## src/rtl/hram_arb_pkg.sv

```systemverilog
// Shared types and constants for the HRAM arbiter and its address checker.
package hram_arb_pkg;

  typedef enum logic [1:0] {
    IDLE   = 2'd0,
    ACCESS = 2'd1,
    DONE   = 2'd2
  } state_e;

  typedef enum logic {
    OWN_CPU = 1'b0,
    OWN_DMA = 1'b1
  } owner_e;

  localparam logic [7:0] HRAM_LO = 8'h80;
  localparam logic [7:0] IE_ADDR = 8'hFF;

  // One requester's access fields, bundled for muxing.
  typedef struct packed {
    logic       we;
    logic [7:0] a;
    logic [7:0] wdata;
  } hram_req_t;

endpackage

```

## src/rtl/hram_range_chk.sv

```systemverilog
// Combinational HRAM window check: FF80..FFFE is HRAM, FFFF (IE) is not.
module hram_range_chk
  import hram_arb_pkg::*;
(
  input  logic [7:0] a,
  output logic       in_range
);

  assign in_range = (a >= HRAM_LO) && (a != IE_ADDR);

endmodule

```

## src/rtl/hram_arbiter.sv

```systemverilog
// Two-port (CPU / DMA) arbiter and two-cycle access sequencer for high RAM.
// Optional DMA starvation guard: define HRAM_ARB_STARVE_EN.
module hram_arbiter
  import hram_arb_pkg::*;
#(
  parameter int unsigned STARVE_LIMIT = 3,
  parameter logic [7:0]  OOR_RDATA    = 8'hFF
) (
  input  logic       clk,
  input  logic       n_reset,
  input  logic       cpu_req,
  input  logic       cpu_we,
  input  logic [7:0] cpu_a,
  input  logic [7:0] cpu_wdata,
  output logic       cpu_ack,
  output logic [7:0] cpu_rdata,
  input  logic       dma_req,
  input  logic       dma_we,
  input  logic [7:0] dma_a,
  input  logic [7:0] dma_wdata,
  output logic       dma_ack,
  output logic [7:0] dma_rdata,
  output logic [7:0] hram_a,
  output logic       hram_ffxx,
  output logic       hram_rd,
  output logic       hram_wr,
  output logic [7:0] hram_dout,
  output logic       hram_doe,
  input  logic [7:0] hram_din,
  output logic       busy
);

  state_e    state, state_nxt;
  owner_e    owner, win;
  hram_req_t cpu_rq, dma_rq, win_rq;
  logic      any_req, grant, dma_wins, win_inr;
  logic      we_q, inr_q;
  logic [7:0] hram_a_d, hram_dout_d;
  logic      ffxx_d, rd_d, wr_d, doe_d;
  logic      starve_hit;

  assign cpu_rq  = '{we: cpu_we, a: cpu_a, wdata: cpu_wdata};
  assign dma_rq  = '{we: dma_we, a: dma_a, wdata: dma_wdata};
  assign any_req = cpu_req | dma_req;
  // Arbitration happens whenever no macro strobe is in flight (IDLE or DONE).
  assign grant   = any_req && (state != ACCESS);

`ifdef HRAM_ARB_STARVE_EN
  logic [1:0] starve_cnt;

  assign starve_hit = (32'(starve_cnt) == STARVE_LIMIT);

  // Count consecutive DMA losses; any DMA win clears the count.
  always_ff @(posedge clk or negedge n_reset) begin
    if (!n_reset) begin
      starve_cnt <= '0;
    end else if (grant && dma_req) begin
      if (dma_wins)                starve_cnt <= '0;
      else if (starve_cnt != 2'd3) starve_cnt <= starve_cnt + 2'd1;
    end
  end
`else
  logic unused_starve_limit;

  assign starve_hit          = 1'b0;
  assign unused_starve_limit = (STARVE_LIMIT != 0);
`endif

  // CPU wins ties unless the DMA port has been starved too long.
  assign dma_wins = dma_req && (!cpu_req || starve_hit);
  assign win      = dma_wins ? OWN_DMA : OWN_CPU;
  assign win_rq   = dma_wins ? dma_rq : cpu_rq;

  hram_range_chk u_range (
    .a        (win_rq.a),
    .in_range (win_inr)
  );

  // State register.
  always_ff @(posedge clk or negedge n_reset) begin
    if (!n_reset) state <= IDLE;
    else          state <= state_nxt;
  end

  // Next-state: every slot is ACCESS then DONE; DONE chains straight into a new slot.
  always_comb begin
    state_nxt = state;
    unique case (state)
      IDLE:    if (any_req) state_nxt = ACCESS;
      ACCESS:  state_nxt = DONE;
      DONE:    state_nxt = any_req ? ACCESS : IDLE;
      default: state_nxt = IDLE;
    endcase
  end

  // Macro-facing next values: strobes are set only for the cycle after a grant.
  always_comb begin
    hram_a_d    = hram_a;
    hram_dout_d = hram_dout;
    ffxx_d      = 1'b0;
    rd_d        = 1'b0;
    wr_d        = 1'b0;
    doe_d       = 1'b0;
    if (grant) begin
      hram_a_d    = win_rq.a;
      hram_dout_d = win_rq.wdata;
      if (win_inr) begin
        ffxx_d = 1'b1;
        rd_d   = !win_rq.we;
        wr_d   = win_rq.we;
        doe_d  = win_rq.we;
      end
    end
  end

  // Datapath: hram_a / hram_dout double as the latched address and write data.
  always_ff @(posedge clk or negedge n_reset) begin
    if (!n_reset) begin
      owner     <= OWN_CPU;
      we_q      <= 1'b0;
      inr_q     <= 1'b0;
      hram_a    <= '0;
      hram_dout <= '0;
      hram_ffxx <= 1'b0;
      hram_rd   <= 1'b0;
      hram_wr   <= 1'b0;
      hram_doe  <= 1'b0;
      cpu_rdata <= '0;
      dma_rdata <= '0;
    end else begin
      hram_a    <= hram_a_d;
      hram_dout <= hram_dout_d;
      hram_ffxx <= ffxx_d;
      hram_rd   <= rd_d;
      hram_wr   <= wr_d;
      hram_doe  <= doe_d;
      if (grant) begin
        owner <= win;
        we_q  <= win_rq.we;
        inr_q <= win_inr;
      end
      if (state == ACCESS && !we_q) begin
        if (owner == OWN_CPU) cpu_rdata <= inr_q ? hram_din : OOR_RDATA;
        else                  dma_rdata <= inr_q ? hram_din : OOR_RDATA;
      end
    end
  end

  assign cpu_ack = (state == DONE) && (owner == OWN_CPU);
  assign dma_ack = (state == DONE) && (owner == OWN_DMA);
  assign busy    = (state != IDLE);

endmodule

```

## config.mk

```make
export PLATFORM = sky130hd
export DESIGN_NAME = hram_arbiter
export DESIGN_NICKNAME = d
export VERILOG_FILES = /design/src/rtl/hram_arb_pkg.sv /design/src/rtl/hram_range_chk.sv /design/src/rtl/hram_arbiter.sv
export SDC_FILE = /design/constraint.sdc
export NUM_CORES = 1
export LEC_CHECK = 0
export CAP_MARGIN = 10
export CORE_ASPECT_RATIO = 0.5
export CORE_UTILIZATION = 43
export CTS_BUF_LIST = sky130_fd_sc_hd__clkbuf_4
export CTS_CLUSTER_DIAMETER = 50
export DETAILED_ROUTE_END_ITERATION = 10
export PLACE_DENSITY = 0.87
export SYNTH_ARGS = -nofsm -noshare
export SYNTH_HDL_FRONTEND = slang
export SYNTH_HIERARCHICAL = 1
export SYNTH_SLANG_ARGS = --single-unit
```

## constraint.sdc

```tcl
create_clock -name clk -period 1.5 [get_ports clk]
set_input_delay 0.375 -clock clk [delete_from_list [all_inputs] [get_ports clk]]
set_output_delay 0.375 -clock clk [all_outputs]
set_load 0.02 [all_outputs]
```

==> results.sh <==
export IMPL_crit_path_start_kind="register"
export IMPL_status="complete, but fails checks"
export IMPL_fmax_ghz=0.647
export IMPL_hold_path_class="in2async"
export IMPL_powerDensity_nw_per_um2=1260
export IMPL_final_max_slew_viol_count=0
export IMPL_core_area_um2=4100
export IMPL_synth_seq_cells=40
export IMPL_multi_input_area_um2=923
export IMPL_slew_headroom_pct=66.6
export IMPL_grt_overflow=0
export IMPL_initial_core_util_pct=47.1
export IMPL_clock_sinks=40
export IMPL_worst_slew_pin_slew_ns=0.501
export IMPL_placed_area_um2=2880
export IMPL_grt_pass1_vias=1542
export IMPL_min_period_ns=1.55
export IMPL_fp_dieH_um=49.4
export IMPL_finalWirelength_um=4860
export IMPL_reg2regPathDepth=6
export IMPL_vias=1504
export IMPL_yosys_area_top_type="dfrtp_1"
export IMPL_ios=85
export IMPL_rsz0062_at_grt="true"
export IMPL_worst_path_max_fanout=4
export IMPL_cp_required_ns=1.12
export IMPL_drive_above_1_share_pct=32.4
export IMPL_synthArstFlopShare_pct=100
export IMPL_max_cap_viol_count=0
export IMPL_grt_pass1_wl_um=7670
export IMPL_syn_area_um2=1930
export IMPL_cts_tree="done"
export IMPL_diodes=0
export IMPL_drt_iter0_markers=56
export IMPL_syn2layout_area_growth_pct=56.0
export IMPL_postLayoutCellArea_um2=3020
export IMPL_hold_viol_final=0
export IMPL_fin_skew_ns=0.00450
export IMPL_dr_pass1_iters=4
export IMPL_clk_pin_slew_ns=0.12
export IMPL_cts_buffers=5
export IMPL_leakagePower_nw=1.32
export IMPL_timing_rr_end="hram_a[5]"
export IMPL_ys_seq_area_share_pct=51.8
export IMPL_wire_per_inst_um=16.0
export IMPL_syn_nets=198
export IMPL_die_w_um=96.8
export IMPL_synth_cell_types=26
export IMPL_fillers=281
export IMPL_io_buffers=84
export IMPL_postRouteAntennaNets=0
export IMPL_yosysWarnings=6
export IMPL_ys_top_cells_by_area="dfrtp_1 52%, mux2_2 24%, a21oi_1 4.1%"
export IMPL_clockBufferDepth=2
export IMPL_synth_ff_type="dfrtp_1"
export IMPL_cts_hold_buf=0
export IMPL_cts_max_level=2
export IMPL_finalCritPeriodShare_pct=103
export IMPL_cp_end_kind="output port"
export IMPL_gp_congestion=0.747
export IMPL_setup_tns_ns=-0.0638
export IMPL_synth_edf_count=0
export IMPL_reg2reg_slack_ns=0.03
export IMPL_yosysMostFrequentCell="mux2_2"
export IMPL_drt_vias_per_instance=4.95
export IMPL_antenna_found_initial=0
export IMPL_cts_root_buffer="clkbuf_4"
export IMPL_grt_max_degree=41
export IMPL_clkLatencyLatePin_ns=0.36
export IMPL_drc_errors=0
export IMPL_synthTopCellsByCount="41 x mux2_2, 40 x dfrtp_1, 18 x nor2_1, 16 x a21oi_1, 8 x nor2b_1"
export IMPL_regArea_um2=1000
export IMPL_r2r_start="state[0]"
export IMPL_dpl_hpwl_um=3480
export IMPL_setup_ws_ns=-0.0455
export IMPL_worst_ep_arrival_time_ns=1.17
export IMPL_num_rows=16
export IMPL_synth_top_area_share_pct=51.8
export IMPL_synthCells=152
export IMPL_violations="negative setup slack"
export IMPL_startpoint="state[0]"
export IMPL_grtUsageTotal_pct=20.8
export IMPL_vdd_drop_max_uv=622
export IMPL_path_class="reg2out"
export IMPL_dieArea_um2=4780
export IMPL_setup_viol=2
export IMPL_fin_nets=295
export IMPL_avgSynthCellArea_um2=12.7
[worst max-delay path: stages (launching register included)]
cell and delay (ns):
dfrtp_1 0.43, or2_4 0.26, buf_6 0.13
[metrics by stage]
step / utilization [%] / power, mW / instances / setup slack, ns / hold WS (ns)
final: 73.5 / 3.81 / 304 / -0.0455 / 0.0517
after global routing: 73.5 / 4.03 / 304 / -0.103 / 0.0904
after CTS: 72.8 / 3.78 / 307 / -0.0740 / 0.0617
after detailed placement: 70.3 / 3.40 / 293 / -0.523 / 0.464
after global placement: 70.3 / 3.34 / 293 / -0.488 / 0.451
after floorplan: - / 2.48 / 152 / 0.00784 / 0.0794
[state kept, by name, summed over array words and instances (netlist names)]
register / flops
hram_doe: 1
hram_ffxx: 1
owner: 1
hram_a: 8
inr_q: 1
cpu_rdata: 8
we_q: 1
dma_rdata: 8
hram_rd: 1
hram_dout: 8
state: 2
[cells by family (layout without fill, tap and decap cells)]
logic type / count (synthesis) / count (layout) / synth area share [%]
simple gates: 39 / 39 / 12.5
flops: 40 / 40 / 51.8
compound gates: 19 / 19 / 5.44
buf+inv: 10 / 108 / 4.34
mux: 44 / 44 / 26.0
[routing by layer]
layer | routed length (µm) | part of all wire, % | track usage, % | up-vias
li1 | - | - | - | 727
met3 | 215 | 4.4 | 5.73 | 5
met4 | 40 | 0.82 | 5.72 | 0
met1 | 2240 | 46 | 26.4 | 726
met2 | 2360 | 49 | 35.2 | 46
met5 | 0 | 0 | 0 | -
[where the power goes]
group / total [mW] / switching (mW) / internal (mW)
clock: 0.535 / 0.363 / 0.172
sequential: 1.58 / 0.192 / 1.39
combinational: 1.69 / 0.848 / 0.844
total: 3.81 / 1.40 / 2.41
[area by class of cell]
cell class / count / share of cell area [%]
repair buffers: 99 / 32.0
multi-input cells: 102 / 30.6
flip-flops and latches: 40 / 33.2
well taps: 54 / 2.24
inverters: 1 / 0.207
clock inverters: 3 / 0.456
clock buffers: 5 / 1.24
[timing repair]
item | 4_1_cts | 5_1_grt
gates cloned | 2 | 0
pin swaps | 3 | 3
setup buffers | 5 | 0
gates resized for setup | 67 | 32
endpoints found under the setup margin | 60 | 47
[how the worst max path moves through the flow]
stage	end	slack [ns]	depth (start not counted)
finish	busy	-0.05	2
global route	busy	-0.10	2
CTS	hram_dout[0]	-0.07	8
detailed placement	inr_q	-0.52	7
global placement	inr_q	-0.49	7
floorplan	inr_q	0.008	6
[layout by cell type, fill, tap and decap left out]
cell type | Yosys | layout
a21oi_1 | 16 | 16
a21oi_2 | 2 | 2
and2_1 | 1 | 1
and3_1 | 1 | 1
and3b_1 | 1 | 1
and3b_2 | 1 | 1
and4bb_2 | 1 | 1
buf_12 | 0 | 2
buf_2 | 1 | 1
buf_4 | 4 | 9
buf_6 | 4 | 6
buf_8 | 0 | 1
clkbuf_4 | 0 | 5
clkdlybuf4s15_1 | 0 | 13
clkdlybuf4s50_1 | 0 | 42
clkinv_1 | 0 | 1
clkinv_2 | 0 | 2
dfrtp_1 | 40 | 39
dfrtp_2 | 0 | 1
dlygate4sd2_1 | 0 | 25
inv_4 | 0 | 1
mux2_2 | 41 | 25
mux2_4 | 2 | 18
mux2i_1 | 1 | 1
nand2b_4 | 1 | 2
nand3_1 | 1 | 1
nand4_1 | 1 | 1
nor2_1 | 18 | 18
nor2_4 | 1 | 1
nor2b_1 | 8 | 8
nor3b_2 | 0 | 1
nor4b_4 | 1 | 1
o21a_1 | 1 | 1
or2_4 | 0 | 1
No activity file was read; power rests on OpenSTA's default activity.
